### config.mk
export PLATFORM = sky130hd
export DESIGN_NAME = dmem_arbiter
export DESIGN_NICKNAME = d
export VERILOG_FILES = /design/src/rtl/dmem_arbiter.sv
export SDC_FILE = /design/constraint.sdc
export NUM_CORES = 1
export LEC_CHECK = 0
export BUFFER_PORTS_ARGS = -buffer_cell sky130_fd_sc_hd__buf_4
export CORE_AREA = 2 2 100 102
export DETAILED_ROUTE_END_ITERATION = 8
export DIE_AREA = 0 0 102 104
export PLACE_DENSITY_LB_ADDON = 0.25
export SYNTH_ARGS = -nofsm -noshare
export SYNTH_HDL_FRONTEND = slang
export SYNTH_SLANG_ARGS = --single-unit
### constraint.sdc
create_clock -name clock -period 1.8 [get_ports clock]
set_clock_uncertainty 0.05 [all_clocks]
set_input_delay 0.36 -clock clock [delete_from_list [all_inputs] [get_ports clock]]
set_output_delay 0.36 -clock clock [all_outputs]
set_load 0.01 [all_outputs]
### src/rtl/dmem_arbiter.sv
// Round-robin arbiter sharing one synchronous-read data RAM between the CPU and a debug port.
// Optional debug burst lock is compiled in with `define DMEM_ARB_LOCK_EN.
module dmem_arbiter #(
    parameter int ADDR_W   = 12,
    parameter int DATA_W   = 32,
    parameter int CNT_W    = 16,
    parameter int LOCK_MAX = 8
) (
    input  logic              clock,
    input  logic              reset,
    input  logic              cpu_req,
    input  logic              cpu_we,
    input  logic [ADDR_W-1:0] cpu_addr,
    input  logic [DATA_W-1:0] cpu_wdata,
    output logic              cpu_gnt,
    output logic              cpu_stall,
    output logic              cpu_rvalid,
    output logic [DATA_W-1:0] cpu_rdata,
    input  logic              dbg_req,
    input  logic              dbg_we,
    input  logic [ADDR_W-1:0] dbg_addr,
    input  logic [DATA_W-1:0] dbg_wdata,
    input  logic              dbg_lock,
    output logic              dbg_gnt,
    output logic              dbg_rvalid,
    output logic [DATA_W-1:0] dbg_rdata,
    output logic              ram_wen,
    output logic [ADDR_W-1:0] ram_addr,
    output logic [DATA_W-1:0] ram_wdata,
    input  logic [DATA_W-1:0] ram_q,
    output logic [CNT_W-1:0]  conflict_cnt
);

    // last_q = 1 when the debug port held the most recent grant
    logic             last_q, last_d;
    logic             rsp_valid_q, rsp_valid_d;
    logic             rsp_owner_q, rsp_owner_d;
    logic [CNT_W-1:0] cnt_q, cnt_d;
    logic             lock_win;

`ifdef DMEM_ARB_LOCK_EN
    localparam int LCNT_W = $clog2(LOCK_MAX + 1);

    typedef enum logic {ARB, LOCKED} state_t;
    state_t            state_q, state_d;
    logic [LCNT_W-1:0] lock_cnt_q, lock_cnt_d;

    assign lock_win = (state_q == LOCKED) && dbg_lock && dbg_req;

    always_comb begin
        state_d    = state_q;
        lock_cnt_d = lock_cnt_q;
        case (state_q)
            ARB: begin
                if (dbg_gnt && dbg_lock) begin
                    state_d    = (LOCK_MAX > 1) ? LOCKED : ARB;
                    lock_cnt_d = (LOCK_MAX > 1) ? LCNT_W'(1) : '0;
                end
            end
            LOCKED: begin
                if (!dbg_lock) begin
                    state_d    = ARB;
                    lock_cnt_d = '0;
                end else if (dbg_gnt) begin
                    // Burst budget spent: drop back so the cpu takes the next conflict
                    if (32'(lock_cnt_q) + 1 >= LOCK_MAX) begin
                        state_d    = ARB;
                        lock_cnt_d = '0;
                    end else begin
                        lock_cnt_d = lock_cnt_q + 1'b1;
                    end
                end
            end
            default: begin
                state_d    = ARB;
                lock_cnt_d = '0;
            end
        endcase
    end

    always_ff @(posedge clock or posedge reset) begin
        if (reset) begin
            state_q    <= ARB;
            lock_cnt_q <= '0;
        end else begin
            state_q    <= state_d;
            lock_cnt_q <= lock_cnt_d;
        end
    end
`else
    logic unused_lock;
    assign unused_lock = dbg_lock;
    assign lock_win    = 1'b0;
`endif

    always_comb begin
        cpu_gnt = 1'b0;
        dbg_gnt = 1'b0;
        if (lock_win) begin
            dbg_gnt = 1'b1;
        end else if (cpu_req && dbg_req) begin
            cpu_gnt = last_q;
            dbg_gnt = ~last_q;
        end else begin
            cpu_gnt = cpu_req;
            dbg_gnt = dbg_req;
        end
    end

    assign cpu_stall = cpu_req & ~cpu_gnt;
    assign ram_addr  = dbg_gnt ? dbg_addr  : cpu_addr;
    assign ram_wdata = dbg_gnt ? dbg_wdata : cpu_wdata;
    assign ram_wen   = (cpu_gnt & cpu_we) | (dbg_gnt & dbg_we);

    always_comb begin
        last_d      = last_q;
        rsp_valid_d = (cpu_gnt | dbg_gnt) & ~ram_wen;
        rsp_owner_d = dbg_gnt;
        cnt_d       = cnt_q;
        if (dbg_gnt) begin
            last_d = 1'b1;
        end else if (cpu_gnt) begin
            last_d = 1'b0;
        end
        if (cpu_req && dbg_req && (cnt_q != {CNT_W{1'b1}})) begin
            cnt_d = cnt_q + 1'b1;
        end
    end

    always_ff @(posedge clock or posedge reset) begin
        if (reset) begin
            last_q      <= 1'b1;
            rsp_valid_q <= 1'b0;
            rsp_owner_q <= 1'b0;
            cnt_q       <= '0;
        end else begin
            last_q      <= last_d;
            rsp_valid_q <= rsp_valid_d;
            rsp_owner_q <= rsp_owner_d;
            cnt_q       <= cnt_d;
        end
    end

    assign cpu_rvalid   = rsp_valid_q & ~rsp_owner_q;
    assign dbg_rvalid   = rsp_valid_q &  rsp_owner_q;
    assign cpu_rdata    = ram_q;
    assign dbg_rdata    = ram_q;
    assign conflict_cnt = cnt_q;

endmodule

== Word level (Yosys, flattened, before mapping) ==
Cells that the tools add are included.
Widths: inputs -> output; s select.

* $add $sub $neg: 1
* Equality and inequality tests: 1
* Multiplexer cells: 6
* Bitwise gates (word level): 12
* Reduce and logical (&&, ||, !) cells: 3

{| class="wikitable"
|+ Operator list
! cell !! number
|-
| $mux 32 || 1
|-
| $add 16x1->16 const B || 1
|-
| $ne 16x16->1 const B || 1
|-
| $mux 12 || 1
|-
| $and 1x1->1 || 6
|-
| $mux 1 || 4
|-
| $not 1->1 || 4
|-
| $logic_and 1x1->1 || 2
|-
| $or 1x1->1 || 2
|-
| $reduce_bool 2->1 || 1
|}

* Bits in registers: 19
* Bits of input ports: 127
* Logic and storage cells: 27

== Longest topological paths before layout ==
Gate-level depths: netlist of the first run.

* Depth in word-level cells: 6
* Mapped depth: 5

== Least setup slack after synthesis of the first run ==
No wires, ideal clock.

* Path kind: register to output
* From: reg last_q
* To: out ram_wdata[22]
* Arrival: 1,301 ps
* Required time: 1,390 ps
* Setup slack: 89 ps
* Cell stages (with the launch flop): 5
* Cell sequence: dfstp_2 > a21boi_1 > buf_2 > buf_4 > mux2_1

* Cells in the longest elaborated chain, start to end: 3

{| class="wikitable"
|+ Ends and longest elaborated chain
! item !! RTL line !! text
|-
| start: declaration || 35 || <nowiki>logic last_q, last_d;</nowiki>
|-
| start signal: assignment || 137 || <nowiki>last_q <= last_d;</nowiki>
|-
| $not 1->1 || 103 || <nowiki>dbg_gnt = ~last_q;</nowiki>
|-
| $mux 1 || 101 || <nowiki>end else if (cpu_req && dbg_req) begin</nowiki>
|-
| named net dbg_gnt || 24 || <nowiki>output logic dbg_gnt,</nowiki>
|-
| $mux 32 || 112 || <nowiki>assign ram_wdata = dbg_gnt ? dbg_wdata : cpu_wdata;</nowiki>
|-
| end: declaration || 29 || <nowiki>output logic [DATA_W-1:0] ram_wdata,</nowiki>
|}

The timed path passes the listed nets, and every way through them passes these cells.

== Worst setup path after layout of the first run ==
* From: reg last_q
* To: out ram_wen

* Cells in the longest elaborated chain, start to end: 4

{| class="wikitable"
|+ Ends and longest elaborated chain
! item !! RTL line !! text
|-
| $not 1->1 || 103 ||
|-
| $mux 1 || 101 ||
|-
| $and 1x1->1 || 113 || <nowiki>assign ram_wen = (cpu_gnt & cpu_we) | (dbg_gnt & dbg_we);</nowiki>
|-
| $or 1x1->1 * || 113 ||
|-
| end: declaration || 27 || <nowiki>output logic ram_wen,</nowiki>
|}

Mark *: on every way between the ends. The rest lies on a longest branch, timed or not.

==> flow_summary.html, run 1 <==
<table>
<tr><th>Metric</th><th>Value</th></tr>
<tr><th colspan="2">Outcome</th></tr>
<tr><td>Status</td><td>complete, but fails checks</td></tr>
<tr><td>Violated checks</td><td>setup timing</td></tr>
<tr><th colspan="2">Timing</th></tr>
<tr><td>RSZ-0062 raised after global routing</td><td>true</td></tr>
<tr><td>PnR worst setup slack</td><td>-278 ps</td></tr>
<tr><td>Finish-stage setup viols</td><td>46</td></tr>
<tr><td>Worst max-slew margin expressed relative to the limit</td><td>0.805</td></tr>
<tr><td>Fmax</td><td>481 MHz</td></tr>
<tr><td>Slew at the pin closest to its max-slew limit</td><td>a little under 300 ps</td></tr>
<tr><td>Crit share post-route</td><td>1.15</td></tr>
<tr><td>Count of final max-slew check failures</td><td>0</td></tr>
<tr><td>Final hold slack</td><td>73.2 ps</td></tr>
<tr><td>Final-layout setup total negative slack</td><td>-10730 ps</td></tr>
<tr><td>Number of endpoints with negative hold slack in the final report</td><td>0</td></tr>
<tr><td>Clock period minus final worst setup slack</td><td>between 2000 and 2500 ps</td></tr>
<tr><th colspan="2">Global routing</th></tr>
<tr><td>Number of antenna violations at the first check in global routing</td><td>0</td></tr>
<tr><td>Met2 layer usage reported by global route</td><td>0.213</td></tr>
<tr><td>Global-route track usage on met1</td><td>0.186</td></tr>
<tr><td>Most heavily used metal layer in global routing</td><td>met2</td></tr>
<tr><td>All-layer global routing usage</td><td>0.137</td></tr>
<tr><td>Total gr overflow</td><td>0</td></tr>
<tr><td>Number of global-route vias before repair</td><td>1951</td></tr>
<tr><td>Met3 Usage GRT</td><td>0.0356</td></tr>
<tr><td>Pin count of the biggest net entering global routing</td><td>20</td></tr>
<tr><td>First-pass GRT wire length</td><td>~11000 um</td></tr>
<tr><th colspan="2">Die</th></tr>
<tr><td>Vertical extent of the die</td><td>~100 um</td></tr>
<tr><td>Die area</td><td>~11000 sq um</td></tr>
<tr><td>Ports placed on the boundary</td><td>between 200 and 300</td></tr>
<tr><td>Die Span X</td><td>roughly 100 um</td></tr>
<tr><td>Starting utilization of the core area</td><td>0.205</td></tr>
<tr><td>Number of core rows</td><td>36</td></tr>
<tr><td>Area of the core region</td><td>between 9000 and 10000 sq um</td></tr>
<tr><th colspan="2">Clock tree</th></tr>
<tr><td>CTS H-Tree Depth</td><td>1</td></tr>
<tr><td>Worst-skew pair later-pin latency</td><td>260 ps</td></tr>
<tr><td>Clock transition at the registers of the reported paths</td><td>80 ps</td></tr>
<tr><td>Deepest clock path buffer count</td><td>2</td></tr>
<tr><td>Clock sink total</td><td>19</td></tr>
<tr><td>CTS root buffer</td><td>sky130_fd_sc_hd__clkbuf_8</td></tr>
<tr><td>Number of hold buffers added after cts</td><td>0</td></tr>
<tr><td>TritonCTS buffer count</td><td>3</td></tr>
<tr><td>CTS tree</td><td>done</td></tr>
<tr><th colspan="2">Critical path</th></tr>
<tr><td>Worst EP required</td><td>about 1400 ps</td></tr>
<tr><td>Startpoint kind of the worst setup timing path</td><td>flop</td></tr>
<tr><td>Setup crit end kind</td><td>output port</td></tr>
<tr><td>Worst Setup Path Type</td><td>flop to output port</td></tr>
<tr><td>Crit path max fanout</td><td>6</td></tr>
<tr><td>Arrival time at the worst endpoint</td><td>about 1700 ps</td></tr>
<tr><th colspan="2">Pwr</th></tr>
<tr><td>Overall power consumption</td><td>roughly 2.1 mW</td></tr>
<tr><td>Peak supply drop</td><td>around 450 uV</td></tr>
<tr><td>Power per unit of standard cell area</td><td>around 600 nW/um^2</td></tr>
<tr><td>Leak</td><td>approximately 1.8 nW</td></tr>
<tr><th colspan="2">Synth</th></tr>
<tr><td>Post-Synthesis Cells</td><td>~200</td></tr>
<tr><td>Cell area after technology mapping</td><td>around 2000 sq um</td></tr>
<tr><td>Average instance area after synthesis</td><td>~9.6 sq um</td></tr>
<tr><td>Distinct cell type count of the synthesized netlist</td><td>31</td></tr>
<tr><td>List of most frequent post-synthesis cells</td><td>sky130_fd_sc_hd__buf_4 (68), sky130_fd_sc_hd__mux2_1 (46), sky130_fd_sc_hd__dfrtp_1 (18)</td></tr>
<tr><td>Post-synthesis cell type with the largest combined area</td><td>sky130_fd_sc_hd__mux2_1</td></tr>
<tr><td>Top-area cell type share of the netlist area</td><td>0.265</td></tr>
<tr><td>Sequential share of the synthesized area</td><td>0.243</td></tr>
<tr><td>Post-synth EDFFs</td><td>0</td></tr>
<tr><td>Fraction of synthesis flops using an asynchronous set or reset pin</td><td>1.00</td></tr>
<tr><td>Post-synthesis sequential element count</td><td>19</td></tr>
<tr><td>Main synth FF type</td><td>sky130_fd_sc_hd__dfrtp_1</td></tr>
<tr><td>Most frequent cell after synthesis</td><td>sky130_fd_sc_hd__buf_4</td></tr>
<tr><td>Most area-consuming cells after synthesis</td><td>sky130_fd_sc_hd__mux2_1 (26%), sky130_fd_sc_hd__buf_4 (26%), sky130_fd_sc_hd__dfrtp_1 (23%)</td></tr>
<tr><td>Total nets after synthesis</td><td>331</td></tr>
<tr><td>Number of warnings printed during yosys synthesis</td><td>0</td></tr>
<tr><th colspan="2">Placed design</th></tr>
<tr><td>Detailed-placement wirelength estimate</td><td>~5700 um</td></tr>
<tr><td># port buffers</td><td>between 150 and 200</td></tr>
<tr><td>Worst Setup Slack post-DPL</td><td>-74.9 ps</td></tr>
<tr><td>Weighted congestion at the end of routability-driven global placement</td><td>~0.74</td></tr>
<tr><td>DP Area</td><td>2950 sq um</td></tr>
<tr><th colspan="2">Detailed routing</th></tr>
<tr><td>Vias post-DR</td><td>approximately 1.9k</td></tr>
<tr><td>Final wirelength</td><td>between 7000 and 8000 um</td></tr>
<tr><td>Post-DR vias/cell</td><td>approximately 4.1</td></tr>
<tr><td>Initial drt markers</td><td>between 40 and 50</td></tr>
<tr><td>DRT Pass-1 Iters</td><td>4</td></tr>
<tr><td>Remaining antenna violation count</td><td>0</td></tr>
<tr><td>Number of remaining DRC errors</td><td>0</td></tr>
<tr><td>Detailed-route wire length per cell</td><td>about 17 um</td></tr>
<tr><th colspan="2">Worst hold path</th></tr>
<tr><td>Class of the tightest hold or removal check</td><td>input pin to async pin</td></tr>
<tr><th colspan="2">Final layout</th></tr>
<tr><td>Post-layout nets</td><td>approximately 450</td></tr>
<tr><td>Share of post-route cells with drive strength above 1</td><td>0.752</td></tr>
<tr><td>Post-route cell area</td><td>between 3000 and 4000 sq um</td></tr>
<tr><td>Antenna Diode Count</td><td>0</td></tr>
<tr><td>P&amp;R area growth vs syn</td><td>80.9%</td></tr>
<tr><th colspan="2">Flow run</th></tr>
<tr><td>Count of max-cap constraint violations</td><td>0</td></tr>
</table>
sequential cells by signal, summed over array words and instances, names as in the netlist:
name and flops:
rsp_owner_q 1, rsp_valid_q 1, conflict_cnt 16, last_q 1
cell type report:
type                    count  area, sq um
clock inverters             1         5.00
multi-input cells         113         1130
fillers                  1002         6010
well taps                 133          166
inverters                   2         7.51
flip-flops and latches     19          477
repair buffers            185         1720
clock buffers               3         41.3
metal layers:
metal  wire [um]  vias up
met5           0        -
met4         168        0
met3         685       22
met2        3550       86
met1        3410      870
li1            -      876
report_power, final:
group          internal [mW]  switching, mW
clock network          0.154          0.153
logic                  0.759          0.476
registers              0.505         0.0782
total                   1.42          0.707
metrics by stage:
step                      utilization  cells
after floorplan                     -    203
after global placement          0.309    442
after detailed placement        0.309    442
after CTS                       0.370    456
after global routing            0.371    456
final                           0.371    456
critical path, cell delays in order (launching register included):
cell and delay (ps):
sky130_fd_sc_hd__dfstp_2 570, sky130_fd_sc_hd__a21boi_4 70, sky130_fd_sc_hd__buf_6 150, sky130_fd_sc_hd__buf_12 140
sky130_fd_sc_hd__buf_6 110, sky130_fd_sc_hd__a22o_1 230, sky130_fd_sc_hd__buf_6 130
logic make-up after synthesis:
group / Yosys count / synth area share
xor gates and xnor gates: 10 / 0.0447
DFF: 19 / 0.243
buffers and inverters: 71 / 0.267
and+or+nand+nor: 43 / 0.127
muxes: 47 / 0.272
AOI/OAI and AO/OA: 12 / 0.0396
adders and majority gates: 1 / 0.00639
cell usage in the layout, fill, tap and decap left out, types with 3 or more instances in the layout:
cell and n:
sky130_fd_sc_hd__clkbuf_8 3, sky130_fd_sc_hd__nand2_1 7, sky130_fd_sc_hd__and3_1 5, sky130_fd_sc_hd__nor2_1 9, sky130_fd_sc_hd__dfrtp_1 18, sky130_fd_sc_hd__nand3_1 6, sky130_fd_sc_hd__a21oi_1 4, sky130_fd_sc_hd__nand4_1 4
sky130_fd_sc_hd__nor3_2 3, sky130_fd_sc_hd__buf_16 6, sky130_fd_sc_hd__xnor2_1 8, sky130_fd_sc_hd__buf_6 49, sky130_fd_sc_hd__buf_4 128, sky130_fd_sc_hd__mux2_4 43
final timing paths:
check | start | end | slack, ps | depth (start not counted)
worst max-delay path | last_q | ram_wen | -280 | 6
worst min-delay path | reset | conflict_cnt[15] | 70 | 3
min in group clock | cpu_req | last_q | 330 | 3
max in group asynchronous | reset | last_q | 1360 | 3
worst max register to register | conflict_cnt[0] | conflict_cnt[8] | 150 | 5
worst min register to register | conflict_cnt[15] | conflict_cnt[15] | 450 | 1
what timing repair did:
action                     4_1_cts  5_1_grt
pin swaps                        2        1
resized for setup               97        4
gates cloned                     6        0
setup endpoints to repair       45       47
buffers inserted                 4        1
Power figures use the tool's default switching activity.
==> run 2: changes to the inputs <==
--- a/config.mk
+++ b/config.mk
@@ -5,7 +5,7 @@
 export SDC_FILE = /design/constraint.sdc
 export NUM_CORES = 1
 export LEC_CHECK = 0
-export BUFFER_PORTS_ARGS = -buffer_cell sky130_fd_sc_hd__buf_4
+export BUFFER_PORTS_ARGS = -buffer_cell sky130_fd_sc_hd__buf_2
 export CORE_AREA = 2 2 100 102
 export DETAILED_ROUTE_END_ITERATION = 8
 export DIE_AREA = 0 0 102 104
==> run 2 against run 1 <==
The flow still finishes with violations (setup timing). Via count grew 2.2%. Cell count rose by 0.22%. Design area down 14%. First-iteration DRC count is 39% lower. Clock-buffer cell count stayed put. Setup slack gained 56 ps. Highest routed layer unchanged.
==> flow_summary.html, run 2 (synthesis gave the netlist of run 1 again) <==
<table>
<tr><th>Metric</th><th>Value</th></tr>
<tr><th colspan="2">Critical path</th></tr>
<tr><td>Crit path max fanout</td><td>6</td></tr>
<tr><td>Setup crit end kind</td><td>output port</td></tr>
<tr><td>Arrival time at the worst endpoint</td><td>around 1600 ps</td></tr>
<tr><td>Largest incremental delay on the critical path</td><td>around 560 ps</td></tr>
<tr><td>Worst Setup Path Type</td><td>flop to output port</td></tr>
<tr><td>Startpoint kind of the worst setup timing path</td><td>flop</td></tr>
<tr><td>Crit-path slowest cell</td><td>sky130_fd_sc_hd__dfstp_2</td></tr>
<tr><td>Worst EP required</td><td>roughly 1400 ps</td></tr>
<tr><td>CP cell instances</td><td>a21boi_4 -&gt; buf_12 -&gt; buf_16 -&gt; mux2_4 -&gt; buf_6</td></tr>
<tr><th colspan="2">Timing</th></tr>
<tr><td>PnR worst setup slack</td><td>-222 ps</td></tr>
<tr><td>Number of endpoints with negative hold slack in the final report</td><td>0</td></tr>
<tr><td>Worst max-slew margin expressed relative to the limit</td><td>0.811</td></tr>
<tr><td>Count of final max-slew check failures</td><td>0</td></tr>
<tr><td>RSZ-0062 raised after global routing</td><td>true</td></tr>
<tr><td>Slew at the pin closest to its max-slew limit</td><td>~280 ps</td></tr>
<tr><td>Final-layout setup total negative slack</td><td>-8340 ps</td></tr>
<tr><td>Clock period minus final worst setup slack</td><td>2020 ps</td></tr>
<tr><td>Fmax</td><td>between 400 and 500 MHz</td></tr>
<tr><td>Finish-stage setup viols</td><td>between 40 and 50</td></tr>
<tr><td>Crit share post-route</td><td>1.12</td></tr>
<tr><th colspan="2">Final layout</th></tr>
<tr><td>P&amp;R area growth vs syn</td><td>55.7%</td></tr>
<tr><td>Antenna Diode Count</td><td>0</td></tr>
<tr><td>Leading cell type in the layout, fill and taps excluded</td><td>sky130_fd_sc_hd__buf_2</td></tr>
<tr><td>Cell Count, Final, Fillers Out</td><td>between 400 and 500</td></tr>
<tr><td>Number of flip-flops under the largest register name</td><td>16</td></tr>
<tr><td>Post-route cell area</td><td>3050 sq um</td></tr>
<tr><td>Leading cell types in the layout, fill and taps excluded</td><td>sky130_fd_sc_hd__buf_2 (131), sky130_fd_sc_hd__buf_6 (28), sky130_fd_sc_hd__mux2_4 (26), sky130_fd_sc_hd__mux2_1 (21), sky130_fd_sc_hd__buf_4 (20)</td></tr>
<tr><td>Post-layout nets</td><td>between 400 and 500</td></tr>
<tr><td>Share of post-route cells with drive strength above 1</td><td>0.698</td></tr>
<tr><th colspan="2">Clock tree</th></tr>
<tr><td>Number of hold buffers added after cts</td><td>0</td></tr>
<tr><td>Clock sink total</td><td>19</td></tr>
<tr><td>CTS H-Tree Depth</td><td>1</td></tr>
<tr><td>Deepest clock path buffer count</td><td>2</td></tr>
<tr><td>CTS root buffer</td><td>sky130_fd_sc_hd__clkbuf_8</td></tr>
<tr><td>Worst-skew pair later-pin latency</td><td>about 260 ps</td></tr>
<tr><td>CTS tree</td><td>done</td></tr>
<tr><td>Clock transition at the registers of the reported paths</td><td>~80 ps</td></tr>
<tr><td>TritonCTS buffer count</td><td>3</td></tr>
<tr><th colspan="2">Placed design</th></tr>
<tr><td>DP Area</td><td>between 2000 and 3000 sq um</td></tr>
<tr><td>Weighted congestion at the end of routability-driven global placement</td><td>between 0.7 and 0.8</td></tr>
<tr><td>Placed cells</td><td>about 440</td></tr>
<tr><td># port buffers</td><td>between 150 and 200</td></tr>
<tr><td>Detailed-placement wirelength estimate</td><td>between 5000 and 6000 um</td></tr>
<tr><td>Worst Setup Slack post-DPL</td><td>-72.3 ps</td></tr>
<tr><th colspan="2">Outcome</th></tr>
<tr><td>Status</td><td>complete, but fails checks</td></tr>
<tr><td>Violated checks</td><td>setup timing</td></tr>
<tr><th colspan="2">Detailed routing</th></tr>
<tr><td>Remaining antenna violation count</td><td>0</td></tr>
<tr><td>Detailed-route wire length per cell</td><td>15.6 um</td></tr>
<tr><td>Post-DR vias/cell</td><td>between 4 and 5</td></tr>
<tr><td>Vias post-DR</td><td>about 1.9k</td></tr>
<tr><td>Final wirelength</td><td>approximately 7000 um</td></tr>
<tr><td>Initial drt markers</td><td>30</td></tr>
<tr><td>DRT Pass-1 Iters</td><td>4</td></tr>
<tr><td>Number of remaining DRC errors</td><td>0</td></tr>
<tr><th colspan="2">Pwr</th></tr>
<tr><td>Peak supply drop</td><td>approximately 360 uV</td></tr>
<tr><td>Overall power consumption</td><td>between 1.5 and 2 mW</td></tr>
<tr><td>Power per unit of standard cell area</td><td>about 630 nW/um^2</td></tr>
<tr><td>Leak</td><td>1.59 nW</td></tr>
<tr><th colspan="2">Die</th></tr>
<tr><td>Ports placed on the boundary</td><td>257</td></tr>
<tr><td>Number of core rows</td><td>36</td></tr>
<tr><td>Vertical extent of the die</td><td>about 100 um</td></tr>
<tr><td>Die area</td><td>10600 sq um</td></tr>
<tr><td>Die Span X</td><td>102 um</td></tr>
<tr><td>Area of the core region</td><td>approximately 9500 sq um</td></tr>
<tr><td>Starting utilization of the core area</td><td>0.205</td></tr>
<tr><th colspan="2">Global routing</th></tr>
<tr><td>Number of global-route vias before repair</td><td>between 1.5k and 2k</td></tr>
<tr><td>Pin count of the biggest net entering global routing</td><td>25</td></tr>
<tr><td>All-layer global routing usage</td><td>0.125</td></tr>
<tr><td>Total gr overflow</td><td>0</td></tr>
<tr><td>Number of antenna violations at the first check in global routing</td><td>0</td></tr>
<tr><td>First-pass GRT wire length</td><td>10200 um</td></tr>
<tr><th colspan="2">Flow run</th></tr>
<tr><td>Count of max-cap constraint violations</td><td>0</td></tr>
<tr><th colspan="2">Worst hold path</th></tr>
<tr><td>Class of the tightest hold or removal check</td><td>input pin to async pin</td></tr>
</table>
run 2: cell types whose count changed in the layout (fill, tap and decap cells not counted):
cell,before,now
sky130_fd_sc_hd__buf_2,0,131
sky130_fd_sc_hd__buf_4,128,20
sky130_fd_sc_hd__buf_6,49,28
sky130_fd_sc_hd__mux2_1,2,21
sky130_fd_sc_hd__mux2_4,43,26
sky130_fd_sc_hd__buf_16,6,4
sky130_fd_sc_hd__mux2_2,2,0
sky130_fd_sc_hd__a22o_1,1,0
sky130_fd_sc_hd__a22o_4,0,1
sky130_fd_sc_hd__clkbuf_4,0,1
run 2: worst paths after layout:
path                                       start               end  slack [ps]  cells after the start
worst max-delay path                      last_q     ram_wdata[24]        -220                      5
worst min-delay path                       reset  conflict_cnt[11]          60                      3
worst max register to register   conflict_cnt[0]   conflict_cnt[8]         160                      5
worst min register to register  conflict_cnt[11]  conflict_cnt[11]         450                      1
max in group asynchronous                  reset            last_q        1360                      3
min in group clock                       cpu_req            last_q         380                      3
run 2: where the power goes:
group          internal [mW]  switching [mW]  leakage [nW]
registers              0.505          0.0687         0.245
clock network          0.154           0.152        0.0255
logic                  0.586           0.459          1.32
run 2: worst max-delay path, delay by kind of cell, from the launching register on:
family                 cells  cell delay (ps)
AOI/OAI and AO/OA          1               70
buffers and inverters      3              420
DFF                        1              560
muxes                      1              300
run 2: repair_timing:
| action | in CTS | in global routing |
|---|---|---|
| setup buffers | 3 | 2 |
| pin swaps | 2 | 1 |
| gates resized for setup | 51 | 13 |
| hold endpoints to repair | 0 | 0 |
| setup endpoints to repair | 45 | 46 |
| cloned | 4 | 0 |
run 2: final cells by class:
type,count,area (sq um)
well taps,133,166
flip-flops and latches,19,477
clock inverters,1,5.00
inverters,2,7.51
multi-input cells,113,1070
repair buffers,186,1280
fillers,1036,6500
clock buffers,3,41.3
run 2: stage by stage:
step | util | hold slack [ps]
finish | 0.319 | 60.5
CTS | 0.312 | 59.6
global route | 0.319 | 84.8
floorplan | - | 260
global placement | 0.268 | 354
detailed placement | 0.268 | 356
run 2: per-layer routing:
| layer | routed length (um) | GRT usage |
|---|---|---|
| met3 | 776 | 0.0383 |
| met4 | 204 | 0.0486 |
| met2 | 3140 | 0.195 |
| met5 | 0 | 0 |
| met1 | 3010 | 0.159 |
